==> src/rtl/sp_usb_dram_bridge.sv <==
// Bridges a USB byte stream to a 128-bit line memory: write/read packets of whole lines.
// Define SP_USB_DRAM_ACK_EN to send a 0xA5 acknowledge byte after every write packet.
module sp_usb_dram_bridge #(
    parameter int ADDR_WIDTH = 25
) (
    input  logic                  clk,
    input  logic                  rst,
    input  logic [7:0]            usb_rx_data,
    input  logic                  usb_rx_avail,
    output logic                  usb_rx_read,
    output logic [7:0]            usb_tx_data,
    output logic                  usb_tx_write,
    input  logic                  usb_tx_full,
    output logic [ADDR_WIDTH-1:0] mem_addr,
    output logic [127:0]          mem_din,
    output logic [15:0]           mem_mask,
    output logic                  mem_we,
    output logic                  mem_re,
    input  logic [127:0]          mem_dout,
    input  logic                  mem_ready
);

    typedef enum logic [2:0] {
        IDLE, HDR, WCOLLECT, WISSUE, RISSUE, RWAIT, RSEND
`ifdef SP_USB_DRAM_ACK_EN
        , ACK
`endif
    } state_t;

`ifdef SP_USB_DRAM_ACK_EN
    localparam state_t WRITE_END = ACK;
`else
    localparam state_t WRITE_END = IDLE;
`endif

    state_t state, state_next;
    logic [3:0] byte_idx;
    logic [15:0] count;
    logic is_write;
    logic rwait_first;
    logic [127:0] rdata;
    logic [ADDR_WIDTH-1:0] addr_mask;
    logic [ADDR_WIDTH-1:0] addr_upd;

    // Header address bytes land little-endian; bits beyond ADDR_WIDTH fall off the shift.
    always_comb begin
        addr_mask = ADDR_WIDTH'(8'hFF) << {byte_idx[1:0], 3'b000};
        addr_upd = (mem_addr & ~addr_mask) | (ADDR_WIDTH'(usb_rx_data) << {byte_idx[1:0], 3'b000});
    end

    always_ff @(posedge clk) begin
        if (rst) state <= IDLE;
        else     state <= state_next;
    end

    // Strobes are combinational and forced low while rst is held.
    always_comb begin
        state_next   = state;
        usb_rx_read  = 1'b0;
        usb_tx_write = 1'b0;
        usb_tx_data  = rdata[{byte_idx, 3'b000} +: 8];
        mem_we       = 1'b0;
        mem_re       = 1'b0;
        mem_mask     = 16'h0000;
        if (!rst) begin
            case (state)
                IDLE: begin
                    if (usb_rx_avail) begin
                        usb_rx_read = 1'b1;
                        if (usb_rx_data == 8'h01 || usb_rx_data == 8'h02) state_next = HDR;
                    end
                end
                HDR: begin
                    if (usb_rx_avail) begin
                        usb_rx_read = 1'b1;
                        if (byte_idx == 4'd5) begin
                            if ({usb_rx_data, count[7:0]} == 16'h0000)
                                state_next = is_write ? WRITE_END : IDLE;
                            else
                                state_next = is_write ? WCOLLECT : RISSUE;
                        end
                    end
                end
                WCOLLECT: begin
                    if (usb_rx_avail) begin
                        usb_rx_read = 1'b1;
                        if (byte_idx == 4'd15) state_next = WISSUE;
                    end
                end
                WISSUE: begin
                    if (mem_ready) begin
                        mem_we     = 1'b1;
                        mem_mask   = 16'hFFFF;
                        state_next = (count == 16'd1) ? WRITE_END : WCOLLECT;
                    end
                end
                RISSUE: begin
                    if (mem_ready) begin
                        mem_re     = 1'b1;
                        state_next = RWAIT;
                    end
                end
                RWAIT: begin
                    if (!rwait_first && mem_ready) state_next = RSEND;
                end
                RSEND: begin
                    if (!usb_tx_full) begin
                        usb_tx_write = 1'b1;
                        if (byte_idx == 4'd15) state_next = (count == 16'd0) ? IDLE : RISSUE;
                    end
                end
`ifdef SP_USB_DRAM_ACK_EN
                ACK: begin
                    usb_tx_data = 8'hA5;
                    if (!usb_tx_full) begin
                        usb_tx_write = 1'b1;
                        state_next   = IDLE;
                    end
                end
`endif
                default: state_next = IDLE;
            endcase
        end
    end

    // Count is decremented at issue time, so it never wraps: it only counts down to zero.
    always_ff @(posedge clk) begin
        if (rst) begin
            mem_addr    <= '0;
            count       <= '0;
            byte_idx    <= '0;
            is_write    <= 1'b0;
            rwait_first <= 1'b0;
        end else begin
            case (state)
                IDLE: begin
                    if (usb_rx_read) begin
                        is_write <= (usb_rx_data == 8'h01);
                        byte_idx <= '0;
                    end
                end
                HDR: begin
                    if (usb_rx_read) begin
                        if (byte_idx < 4'd4)       mem_addr    <= addr_upd;
                        else if (byte_idx == 4'd4) count[7:0]  <= usb_rx_data;
                        else                       count[15:8] <= usb_rx_data;
                        byte_idx <= (byte_idx == 4'd5) ? 4'd0 : byte_idx + 4'd1;
                    end
                end
                WCOLLECT: begin
                    if (usb_rx_read) byte_idx <= byte_idx + 4'd1;
                end
                WISSUE, RISSUE: begin
                    if (mem_we || mem_re) begin
                        mem_addr    <= mem_addr + ADDR_WIDTH'(1);
                        count       <= count - 16'd1;
                        rwait_first <= mem_re;
                    end
                end
                RWAIT: rwait_first <= 1'b0;
                RSEND: begin
                    if (usb_tx_write) byte_idx <= byte_idx + 4'd1;
                end
                default: ;
            endcase
        end
    end

    // Data registers carry no reset; they are always rewritten before use.
    always_ff @(posedge clk) begin
        if (state == WCOLLECT && usb_rx_read) mem_din[{byte_idx, 3'b000} +: 8] <= usb_rx_data;
        if (state == RWAIT && !rwait_first && mem_ready) rdata <= mem_dout;
    end

endmodule

==> config.mk <==
export PLATFORM = sky130hd
export DESIGN_NAME = sp_usb_dram_bridge
export DESIGN_NICKNAME = d
export VERILOG_FILES = /design/src/rtl/sp_usb_dram_bridge.sv
export SDC_FILE = /design/constraint.sdc
export NUM_CORES = 1
export LEC_CHECK = 0
export CORE_ASPECT_RATIO = 0.5
export CORE_MARGIN = 3
export CORE_UTILIZATION = 42
export DETAILED_ROUTE_END_ITERATION = 12
export GPL_TIMING_DRIVEN = 1
export PLACE_DENSITY = 0.76
export SLEW_MARGIN = 10
export SYNTH_ARGS = -nofsm -noshare
export SYNTH_HDL_FRONTEND = slang
export SYNTH_SLANG_ARGS = --single-unit
==> constraint.sdc <==
create_clock -name clk -period 19.8 [get_ports clk]
set_input_delay 3.96 -clock clk [delete_from_list [all_inputs] [get_ports clk]]
set_output_delay 3.96 -clock clk [all_outputs]
set_load 0.005 [all_outputs]
==> metrics.txt, run 1 <==
# TYPE chip_impl_metric gauge
chip_impl_metric{name="synth-seq-area-share",unit=""} 0.646
chip_impl_metric{name="syn-cell-area",unit="um^2"} 13400
chip_impl_metric{name="dieArea",unit="um^2"} 34300
chip_impl_metric{name="via_count_of_the_first_global_routing_pass",unit=""} 10000
chip_impl_metric{name="layout_nets",unit=""} 1478
chip_impl_metric{name="initial_core_util",unit=""} 0.435
chip_impl_metric{name="post_layout_cell_count",unit=""} 1773
chip_impl_info{name="post-synth-top-area-cell",value="edfxtp_1"} 1
chip_impl_metric{name="fmax",unit="MHz"} 95.6
chip_impl_metric{name="first_pass_iters",unit=""} 5
chip_impl_metric{name="critical_path.max_fanout",unit=""} 50
chip_impl_metric{name="die_w",unit="um"} 259
chip_impl_metric{name="cts.path.max_buffers",unit=""} 3
chip_impl_info{name="cts_tree",value="yes"} 1
chip_impl_info{name="hold_path.startpoint",value="count[15]"} 1
chip_impl_metric{name="timing.setup.tns",unit="ns"} 0
chip_impl_metric{name="relSlewSlack",unit=""} 0.164
chip_impl_metric{name="utilization",unit=""} 0.576
chip_impl_metric{name="max-cap-violations",unit=""} 0
chip_impl_metric{name="grtUsageTotal",unit=""} 0.222
chip_impl_metric{name="drt-wirelength-per-cell",unit="um"} 22.0
chip_impl_metric{name="synth_top_area_share",unit=""} 0.572
chip_impl_metric{name="synth-async-reset-ratio",unit=""} 0
chip_impl_metric{name="grt_first_pass_wirelength",unit="mm"} 59.5
chip_impl_metric{name="post_cts_resize_count",unit=""} 0
chip_impl_metric{name="synth.net_count",unit=""} 1197
chip_impl_metric{name="chipHeight",unit="um"} 133
chip_impl_metric{name="cts.sink_count",unit=""} 306
chip_impl_metric{name="antenna_found_initial",unit=""} 2
chip_impl_metric{name="drt_iter0_drc",unit=""} 1164
chip_impl_metric{name="dpl.cell_count",unit=""} 1719
chip_impl_metric{name="synth.yosys.warnings",unit=""} 0
chip_impl_metric{name="drc",unit=""} 0
chip_impl_metric{name="timing_hold_violations_final",unit=""} 0
chip_impl_metric{name="timing_worst_slew_pin_value",unit="ns"} 1.24
chip_impl_info{name="synth_top_cells_by_area",value="edfxtp_1, dfxtp_1, mux4_2"} 1
chip_impl_info{name="yosys_most_used_dff",value="edfxtp_1"} 1
chip_impl_metric{name="fillCellCount",unit=""} 2386
chip_impl_metric{name="clock_insertion_delay_worst_skew",unit="ns"} 0.55
chip_impl_info{name="worstSetupStartpoint",value="rst"} 1
chip_impl_metric{name="fin_crit",unit="ns"} 10.46
chip_impl_metric{name="p_total",unit="mW"} 1.29
chip_impl_metric{name="clk_transition_reported_paths",unit="ns"} 0.06
chip_impl_info{name="critical_path.startpoint_type",value="input pin"} 1
chip_impl_metric{name="globalplace.congestion",unit=""} 0.921
chip_impl_metric{name="cts_inserted_buffers",unit=""} 28
chip_impl_metric{name="synth_cells",unit=""} 1045
chip_impl_info{name="critPathCaptureType",value="output pin"} 1
chip_impl_metric{name="post-route-period-util",unit=""} 0.528
chip_impl_metric{name="synth_enable_flop_cells",unit=""} 256
chip_impl_metric{name="post-cts-setup-buffer-count",unit=""} 0
chip_impl_info{name="unrepaired_setup_endpoints_after_global_routing",value="no"} 1
chip_impl_metric{name="layout_cells_sized_above_1",unit=""} 0.0831
chip_impl_info{name="hold_path_class",value="flop to flop"} 1
chip_impl_metric{name="design.core.area",unit="um^2"} 30900
chip_impl_metric{name="postSynthRegisterBits",unit=""} 306
chip_impl_info{name="crit-reg2reg-launch",value="byte_idx[1]"} 1
chip_impl_info{name="clock-root-buffer",value="clkbuf_16"} 1
chip_impl_metric{name="io_pins",unit=""} 322
chip_impl_metric{name="finalWirelength",unit="mm"} 39.0
chip_impl_metric{name="place.port_buffers",unit=""} 321
chip_impl_metric{name="cp.arrival",unit="ns"} 6.50
chip_impl_metric{name="final_antenna_net_count",unit=""} 0
chip_impl_metric{name="ir_drop",unit="mV"} 0.0544
chip_impl_metric{name="detailedPlacementHpwl",unit="mm"} 27.3
chip_impl_metric{name="leakage_power",unit="nW"} 5.62
chip_impl_info{name="outcome",value="finished, final reports clean"} 1
chip_impl_metric{name="synthToLayoutAreaGrowth",unit="%"} 32.3
chip_impl_metric{name="report.final.setup_viol",unit=""} 0
chip_impl_metric{name="data_required_critical_path",unit="ns"} 15.84
chip_impl_metric{name="cts_max_level",unit=""} 1
chip_impl_metric{name="timing_max_transition_violations_final",unit=""} 0
chip_impl_metric{name="clock_skew",unit="ns"} 0.0110
chip_impl_metric{name="grt_start_max_net_pins",unit=""} 92
chip_impl_metric{name="floorplan.rows",unit=""} 45
chip_impl_metric{name="avgSynthCellArea",unit="um^2"} 12.9
chip_impl_info{name="worst_setup_path_category",value="input pin to output pin"} 1
chip_impl_metric{name="synth_cell_types",unit=""} 72
chip_impl_metric{name="avgViaCountPerCell",unit=""} 5.67
chip_impl_metric{name="power.density",unit="nW/um^2"} 72.2
chip_impl_metric{name="routed-via-count",unit=""} 10000
chip_impl_metric{name="grt.overflow.total",unit=""} 0
chip_impl_metric{name="cts_hold_buf",unit=""} 0
==> synth_stat cells, drive strengths merged, types with 7 or more instances <==
library cell / n
a211oi: 7
nor3: 17
mux4: 40
ha: 11
buf: 41
a31oi: 8
a21oi: 47
nor3b: 8
nor2b: 9
inv: 17
nor2: 156
and2: 37
edfxtp: 256
clkbuf: 44
o31ai: 7
nand2b: 8
nor4: 15
nand3: 36
o21ai: 50
and3: 10
nand3b: 7
nand2: 59
dfxtp: 50
nand4: 12
a22oi: 8
==> cell type report <==
cell class / instances / area, um^2 / area share
diodes: 2 / 5.00 / 0.000281
multi-input cells: 636 / 4300 / 0.241
inverters: 18 / 67.6 / 0.00380
repair buffers: 336 / 3330 / 0.187
well taps: 423 / 529 / 0.0297
clock inverters: 10 / 98.8 / 0.00555
flip-flops and latches: 306 / 8690 / 0.488
clock buffers: 42 / 785 / 0.0441
==> per-stage QoR <==
stage,hold slack (ns),setup slack (ns),cell area (um^2)
2_1_floorplan,0.453,9.84,13400
3_3_place_gp,0.474,9.50,16900
3_5_place_dp,0.493,9.35,16900
5_1_grt,0.534,9.14,17800
4_1_cts,0.501,9.35,17800
6_report,0.504,9.34,17800
==> report_power, final <==
part,total (mW),leakage [nW],internal [mW],switching [mW]
logic,0.0582,2.45,0.0331,0.0251
clock network,0.535,0.425,0.300,0.235
registers,0.693,2.75,0.692,0.000434
==> cell families after synthesis <==
kind of cell | Yosys count | synth area share
multiplexers | 46 | 0.0715
AO/OA/AOI/OAI | 185 | 0.0905
flip-flops | 306 | 0.646
adder cells (fa/ha/maj) | 11 | 0.0102
AND/OR/NAND/NOR | 393 | 0.144
buffers and inverters | 103 | 0.0370
XOR/XNOR | 1 | 0.000651
==> final timing paths <==
check | end | slack [ns] | depth (start not counted)
setup / recovery | mem_mask[8] | 9.34 | 5
hold / removal | count[15] | 0.50 | 2
setup reg to reg | mem_din[109] | 15.85 | 7
hold reg to reg | count[15] | 0.50 | 2
==> flip-flops by register name (all words and copies together) (netlist names) <==
name	cells
is_write	1
byte_idx	4
mem_addr	25
count	16
state	3
rdata	128
rwait_first	1
mem_din	128
==> critical path, stage by stage <==
cell	delay (ns)
clkdlybuf4s50_1	0.42
buf_4	0.31
nand2b_1	0.33
nor2_1	0.78
clkdlybuf4s50_1	0.66
==> metal layers <==
metal | vias up | share of wire | GRT usage
li1 | 4508 | - | -
met1 | 4979 | 0.38 | 0.279
met2 | 465 | 0.52 | 0.395
met3 | 92 | 0.074 | 0.0381
met4 | 2 | 0.031 | 0.0691
met5 | - | 0.00033 | 0
==> cells in the final DEF (no fill, tap or decap), types with 5 or more instances in the layout <==
master	instances
a32oi_1	5
edfxtp_1	256
clkbuf_16	29
clkdlybuf4s50_1	321
and2_1	36
mux2i_1	5
nand3_1	35
inv_1	17
nand4_1	12
nor3_1	17
nor2b_1	9
mux4_2	40
o31ai_1	6
and3_1	10
dfxtp_1	48
or4_1	5
a21oi_1	47
nor4_1	10
nor3b_1	7
a32o_1	5
clkinv_1	5
o21ai_0	50
nand3b_1	7
a211oi_1	7
ha_1	11
nand2b_1	8
a31oi_1	8
nand2_1	59
buf_4	15
clkbuf_1	12
a22oi_1	8
nor2_1	155
No activity file was read; power rests on OpenSTA's default activity.
==> inputs of run 2 (changes only) <==
- clock period: 19.8 -> 10.95 ns (I/O delays scaled with it)
==> run 2 against run 1 <==
  * First-iteration DRC count decreased by 2.5%
  * Critical path type unchanged
  * Power increased by 78%
  * Cell area decreased by 0.18%
  * Combinational power increased by 82%
  * Largest cell class unchanged
  * Via count decreased by 0.73%
==> metrics.txt, run 2 (synthesis gave the netlist of run 1 again) <==
# TYPE chip_impl_metric gauge
chip_impl_info{name="hold_path.startpoint",value="count[15]"} 1
chip_impl_metric{name="detailedPlacementHpwl",unit="mm"} 27.0
chip_impl_metric{name="timing_worst_slew_pin_value",unit="ns"} 1.25
chip_impl_metric{name="cts.path.max_buffers",unit=""} 3
chip_impl_info{name="hold_path_class",value="flop to flop"} 1
chip_impl_metric{name="drt-wirelength-per-cell",unit="um"} 21.7
chip_impl_info{name="mostFrequentLayoutCell",value="clkdlybuf4s50_1"} 1
chip_impl_metric{name="cts_hold_buf",unit=""} 0
chip_impl_metric{name="first_pass_iters",unit=""} 6
chip_impl_metric{name="finalWirelength",unit="mm"} 38.4
chip_impl_metric{name="post-route-period-util",unit=""} 0.626
chip_impl_info{name="most-common-layout-cells",value="clkdlybuf4s50_1, edfxtp_1, nor2_1"} 1
chip_impl_info{name="hold-path-endpoint",value="count[15]"} 1
chip_impl_metric{name="grt.overflow.total",unit=""} 0
chip_impl_metric{name="timing.critical_path.slowest_cell_delay",unit="ns"} 0.75
chip_impl_metric{name="critical_path.max_fanout",unit=""} 50
chip_impl_metric{name="avgViaCountPerCell",unit=""} 5.64
chip_impl_metric{name="drt_iter0_drc",unit=""} 1135
chip_impl_metric{name="layout_cells_sized_above_1",unit=""} 0.0833
chip_impl_info{name="cts_tree",value="yes"} 1
chip_impl_info{name="critical_path.startpoint_type",value="input pin"} 1
chip_impl_metric{name="cts_inserted_buffers",unit=""} 27
chip_impl_info{name="worst_setup_path_category",value="input pin to output pin"} 1
chip_impl_metric{name="timing.reg2reg.setup_slack",unit="ns"} 7.14
chip_impl_info{name="critPathCaptureType",value="output pin"} 1
chip_impl_metric{name="layout_nets",unit=""} 1478
chip_impl_info{name="largestRegisters",value="mem_din: 128 flops, rdata: 128 flops, mem_addr: 25 flops"} 1
chip_impl_metric{name="cts_max_level",unit=""} 1
chip_impl_metric{name="hold_critical_path_depth",unit=""} 2
chip_impl_metric{name="power_frac_comb",unit=""} 0.046
chip_impl_info{name="clock-root-buffer",value="clkbuf_16"} 1
chip_impl_info{name="crit_chain",value="clkdlybuf4s50_1 > buf_4 > nand2b_1 > nor2_1 > clkdlybuf4s50_1"} 1
chip_impl_info{name="critical-path-top-delay-family",value="buffers and inverters"} 1
chip_impl_metric{name="clock_insertion_delay_worst_skew",unit="ns"} 0.55
chip_impl_metric{name="fin_crit",unit="ns"} 6.86
chip_impl_metric{name="power.switching",unit="mW"} 0.461
chip_impl_metric{name="report.final.setup_viol",unit=""} 0
chip_impl_metric{name="place_ws",unit="ns"} 4.03
chip_impl_metric{name="clk_transition_reported_paths",unit="ns"} 0.06
chip_impl_metric{name="swShare",unit=""} 0.201
chip_impl_metric{name="timing_max_transition_violations_final",unit=""} 0
chip_impl_metric{name="post-cts-setup-buffer-count",unit=""} 0
chip_impl_metric{name="chipHeight",unit="um"} 133
chip_impl_metric{name="routed-via-count",unit=""} 9973
chip_impl_metric{name="floorplan.rows",unit=""} 45
chip_impl_info{name="outcome",value="finished, final reports clean"} 1
chip_impl_metric{name="max-cap-violations",unit=""} 0
chip_impl_metric{name="relSlewSlack",unit=""} 0.159
chip_impl_metric{name="met2_length",unit="mm"} 19.8
chip_impl_metric{name="place.port_buffers",unit=""} 321
chip_impl_metric{name="ir_drop",unit="mV"} 0.0969
chip_impl_metric{name="drt-met1-wl",unit="mm"} 14.4
chip_impl_metric{name="fmax",unit="MHz"} 146
chip_impl_metric{name="grt_start_max_net_pins",unit=""} 93
chip_impl_metric{name="grt_first_pass_wirelength",unit="mm"} 58.4
chip_impl_metric{name="critPathBufInv",unit=""} 3
chip_impl_info{name="critPathMostFrequentCell",value="clkdlybuf4s50_1"} 1
chip_impl_metric{name="data_required_critical_path",unit="ns"} 8.76
chip_impl_metric{name="timing_hold_violations_final",unit=""} 0
chip_impl_metric{name="p_total",unit="mW"} 2.29
chip_impl_metric{name="grtUsageTotal",unit=""} 0.218
chip_impl_info{name="crit-reg2reg-launch",value="byte_idx[1]"} 1
chip_impl_metric{name="post_cts_resize_count",unit=""} 0
chip_impl_metric{name="synthToLayoutAreaGrowth",unit="%"} 32.1
chip_impl_metric{name="via_count_of_the_first_global_routing_pass",unit=""} 9862
chip_impl_metric{name="crit_path_setup_slack_layout",unit="ns"} 4.09
chip_impl_metric{name="die_w",unit="um"} 259
chip_impl_metric{name="power.density",unit="nW/um^2"} 129
chip_impl_info{name="routed.top_layer",value="met5"} 1
chip_impl_metric{name="hold-worst-slack",unit="ns"} 0.485
chip_impl_metric{name="route.met3.wl",unit="mm"} 2.91
chip_impl_metric{name="worst_r2r_path_depth",unit=""} 7
chip_impl_metric{name="globalplace.congestion",unit=""} 0.910
chip_impl_metric{name="final_antenna_net_count",unit=""} 0
chip_impl_metric{name="leakage_power",unit="nW"} 5.58
chip_impl_metric{name="io_pins",unit=""} 322
chip_impl_info{name="critical_path.reg2reg.endpoint",value="mem_din[102]"} 1
chip_impl_metric{name="drc",unit=""} 0
chip_impl_info{name="worst_path_max_delay_cell",value="nor2_1"} 1
chip_impl_metric{name="clock_power_share",unit=""} 0.408
chip_impl_metric{name="initial_core_util",unit=""} 0.435
chip_impl_info{name="unrepaired_setup_endpoints_after_global_routing",value="no"} 1
chip_impl_metric{name="design.core.area",unit="um^2"} 30900
chip_impl_metric{name="antenna_found_initial",unit=""} 3
chip_impl_metric{name="cp.arrival",unit="ns"} 4.67
chip_impl_metric{name="clock_skew",unit="ns"} 0.0231
chip_impl_metric{name="utilization",unit=""} 0.575
chip_impl_metric{name="cts.sink_count",unit=""} 306
chip_impl_metric{name="power_report.internal_total",unit="mW"} 1.83
chip_impl_metric{name="sequentialPowerShare",unit=""} 0.546
chip_impl_metric{name="dieArea",unit="um^2"} 34300
chip_impl_metric{name="timing.setup.tns",unit="ns"} 0
-- run 2: layout make-up --
type	count	area [um^2]
well taps	423	529
fillers	2398	13100
flip-flops and latches	306	8690
clock inverters	17	155
inverters	18	67.6
diodes	1	2.50
multi-input cells	636	4300
repair buffers	337	3330
clock buffers	31	691
-- run 2: worst reg2reg max path, cell delays in order, from the launching register on --
cell and delay, ns:
dfxtp_2 0.34, buf_4 0.30, inv_1 0.24, ha_1 0.62, nand2_1 0.27, a21boi_0 0.21
nor4_1 0.99, and2_1 0.50
-- run 2: per-layer routing --
metal  global-route usage  vias to the layer above
met5                    0                        -
met4               0.0722                        4
met3               0.0335                      104
met2                0.385                      515
met1                0.277                     4861
li1                     -                     4489
-- run 2: through the flow --
stage,cell area (um^2),instances
after floorplan,13400,1045
after global placement,16900,1720
after detailed placement,16900,1720
after CTS,17800,1768
after global routing,17800,1769
final,17800,1769
-- run 2: power by group through the flow --
stage | Clock (mW) | Sequential [mW] | Combinational (mW)
after floorplan | 0 | 1.28 | 0.0322
after global placement | 0 | 1.28 | 0.102
after detailed placement | 0 | 1.28 | 0.104
after CTS | 0.952 | 1.25 | 0.104
after global routing | 0.999 | 1.25 | 0.112
final | 0.936 | 1.25 | 0.106
-- run 2: how the worst max path moves through the flow --
stage	from	to	cells past startpoint
2_1_floorplan	mem_ready	rdata[0]	2
3_3_place_gp	rst	mem_mask[0]	5
3_5_place_dp	rst	mem_mask[2]	5
4_1_cts	rst	mem_mask[2]	5
5_1_grt	rst	mem_mask[9]	5
6_report	rst	mem_mask[2]	5
==> inputs of run 3 (changes only) <==
- clock period: 10.95 -> 6.75 ns (I/O delays scaled with it)
==> run 3 against run 2 <==
  * Final cell count rose by 0.28%
  * Clock-buffer cell count fell by 3
  * Sequential cell count did not move
==> metrics.txt, run 3 (synthesis gave the netlist of run 1 again) <==
# TYPE chip_impl_metric gauge
chip_impl_info{name="outcome",value="finished, final reports clean"} 1
chip_impl_metric{name="post_layout_cell_count",unit=""} 1774
chip_impl_metric{name="max-cap-violations",unit=""} 0
chip_impl_metric{name="clk_transition_reported_paths",unit="ns"} 0.07
chip_impl_metric{name="antenna_found_initial",unit=""} 3
chip_impl_metric{name="globalplace.congestion",unit=""} 0.907
chip_impl_metric{name="die_w",unit="um"} 259
chip_impl_metric{name="globalRouteMet1Util",unit=""} 0.298
chip_impl_metric{name="dieArea",unit="um^2"} 34300
chip_impl_metric{name="cts_max_level",unit=""} 1
chip_impl_metric{name="timing.setup.tns",unit="ns"} 0
chip_impl_metric{name="dpl.cell_count",unit=""} 1723
chip_impl_metric{name="routed-via-count",unit=""} 10200
chip_impl_metric{name="detailedPlacementHpwl",unit="mm"} 27.5
chip_impl_info{name="unrepaired_setup_endpoints_after_global_routing",value="no"} 1
chip_impl_metric{name="cts_hold_buf",unit=""} 0
chip_impl_metric{name="clock_skew",unit="ns"} 0.0240
chip_impl_metric{name="cts.sink_count",unit=""} 306
chip_impl_metric{name="floorplan.rows",unit=""} 45
chip_impl_info{name="cts_tree",value="yes"} 1
chip_impl_metric{name="cts_inserted_buffers",unit=""} 27
chip_impl_metric{name="synthToLayoutAreaGrowth",unit="%"} 32.1
chip_impl_metric{name="initial_core_util",unit=""} 0.435
chip_impl_metric{name="p_total",unit="mW"} 3.70
chip_impl_metric{name="layout_cells_sized_above_1",unit=""} 0.0883
chip_impl_info{name="clock-root-buffer",value="clkbuf_16"} 1
chip_impl_info{name="critical_path.startpoint_type",value="input pin"} 1
chip_impl_metric{name="place.port_buffers",unit=""} 321
chip_impl_metric{name="timing_worst_slew_pin_value",unit="ns"} 1.00
chip_impl_metric{name="grtUsageTotal",unit=""} 0.229
chip_impl_metric{name="post-route-period-util",unit=""} 0.734
chip_impl_metric{name="post-cts-setup-buffer-count",unit=""} 0
chip_impl_metric{name="drt-wirelength-per-cell",unit="um"} 22.4
chip_impl_metric{name="groute.layer.met3.usage",unit=""} 0.0419
chip_impl_metric{name="io_pins",unit=""} 322
chip_impl_metric{name="utilization",unit=""} 0.575
chip_impl_metric{name="leakage_power",unit="nW"} 5.60
chip_impl_metric{name="relSlewSlack",unit=""} 0.332
chip_impl_metric{name="via_count_of_the_first_global_routing_pass",unit=""} 10200
chip_impl_metric{name="chipHeight",unit="um"} 133
chip_impl_info{name="most-common-layout-cells",value="clkdlybuf4s50_1, edfxtp_1, nor2_1"} 1
chip_impl_info{name="critPathMostFrequentCell",value="clkdlybuf4s50_1"} 1
chip_impl_metric{name="clock_insertion_delay_worst_skew",unit="ns"} 0.55
chip_impl_metric{name="avgViaCountPerCell",unit=""} 5.77
chip_impl_metric{name="drc",unit=""} 0
chip_impl_metric{name="cts.path.max_buffers",unit=""} 3
chip_impl_metric{name="critical_path.max_fanout",unit=""} 17
chip_impl_info{name="grt-busiest-layer",value="met2"} 1
chip_impl_metric{name="power.density",unit="nW/um^2"} 208
chip_impl_metric{name="post_cts_resize_count",unit=""} 0
chip_impl_metric{name="fin_crit",unit="ns"} 4.96
chip_impl_metric{name="hold-worst-slack",unit="ns"} 0.482
chip_impl_metric{name="data_required_critical_path",unit="ns"} 5.40
chip_impl_metric{name="grt_use_met2",unit=""} 0.381
chip_impl_info{name="worst_path_max_delay_cell",value="nor2_1"} 1
chip_impl_metric{name="finalWirelength",unit="mm"} 39.8
chip_impl_metric{name="timing.critical_path.slowest_cell_delay",unit="ns"} 0.77
chip_impl_info{name="worst_setup_path_category",value="input pin to output pin"} 1
chip_impl_info{name="critPathCaptureType",value="output pin"} 1
chip_impl_metric{name="drt_iter0_drc",unit=""} 1099
chip_impl_metric{name="layout_nets",unit=""} 1481
chip_impl_metric{name="grt_start_max_net_pins",unit=""} 71
chip_impl_metric{name="cp.arrival",unit="ns"} 3.61
chip_impl_info{name="mostFrequentLayoutCell",value="clkdlybuf4s50_1"} 1
chip_impl_info{name="crit_chain",value="clkdlybuf4s50_1 > nand2b_1 > nor2_1 > clkdlybuf4s50_1"} 1
chip_impl_metric{name="report.final.setup_viol",unit=""} 0
chip_impl_metric{name="design.core.area",unit="um^2"} 30900
chip_impl_metric{name="timing_hold_violations_final",unit=""} 0
chip_impl_metric{name="fmax",unit="MHz"} 202
chip_impl_metric{name="grt.overflow.total",unit=""} 0
chip_impl_metric{name="grt_first_pass_wirelength",unit="mm"} 60.9
chip_impl_info{name="hold_path_class",value="flop to flop"} 1
chip_impl_metric{name="timing_max_transition_violations_final",unit=""} 0
chip_impl_metric{name="ir_drop",unit="mV"} 0.163
chip_impl_metric{name="first_pass_iters",unit=""} 6
chip_impl_info{name="critical-path-top-delay-family",value="buffers and inverters"} 1
chip_impl_metric{name="critPathBufInv",unit=""} 2
chip_impl_info{name="largestRegisters",value="mem_din: 128 flops, rdata: 128 flops, mem_addr: 25 flops"} 1
chip_impl_metric{name="final_antenna_net_count",unit=""} 0
[run 3: cell count changes in the layout (fill, tap and decap cells not counted), moves of 2 or more]
cell      previous run  this run
buf_4               16        19
clkbuf_1             4         1
clkinv_1            10         8
clkinv_2             2         7
diode_2              1         3
nor4_1              10        12
nor4_2               4         2
[run 3: per-layer routing]
metal | routed length, um | up-vias
met5 | 0 | -
met4 | 1650 | 0
met3 | 3300 | 112
met2 | 19500 | 590
met1 | 15400 | 5030
li1 | - | 4503
[run 3: area by class of cell]
class                           instances  area, um^2
Clock buffer                           28         679
Tap cell                              423         529
Clock inverter                         20         154
Sequential cell                       306        8690
Antenna cell                            3        7.51
Fill cell                            2422       13100
Inverter                               18        67.6
Multi-Input combinational cell        636        4290
Timing Repair Buffer                  340        3360
[run 3: through the flow]
step                      worst slack, ns  area, um^2
after floorplan                      1.56       13500
after detailed placement             1.77       16900
final                                1.79       17800
after CTS                            1.76       17800
after global routing                 1.54       17800
after global placement               1.90       16900
[run 3: worst paths after layout]
path	startpoint	to	slack, ns	depth (start not counted)
max	mem_ready	mem_mask[15]	1.79	4
min	count[15]	count[15]	0.48	2
max reg2reg	byte_idx[0]	mem_din[127]	2.45	6
min reg2reg	count[15]	count[15]	0.48	2
[run 3: worst min-delay path, delay by kind of cell, from the launching register on]
| family | cells | cell delay (ns) |
|---|---|---|
| compound gates | 1 | 0.07 |
| flops | 1 | 0.31 |
| buf+inv | 1 | 0.05 |
[run 3: report_power, final]
part / internal (mW) / switching, mW / leakage, nW / total (mW)
Combinational: 0.0988 / 0.0766 / 2.48 / 0.175
Sequential: 2.03 / 0.000953 / 2.71 / 2.03
Clock: 0.808 / 0.690 / 0.409 / 1.50
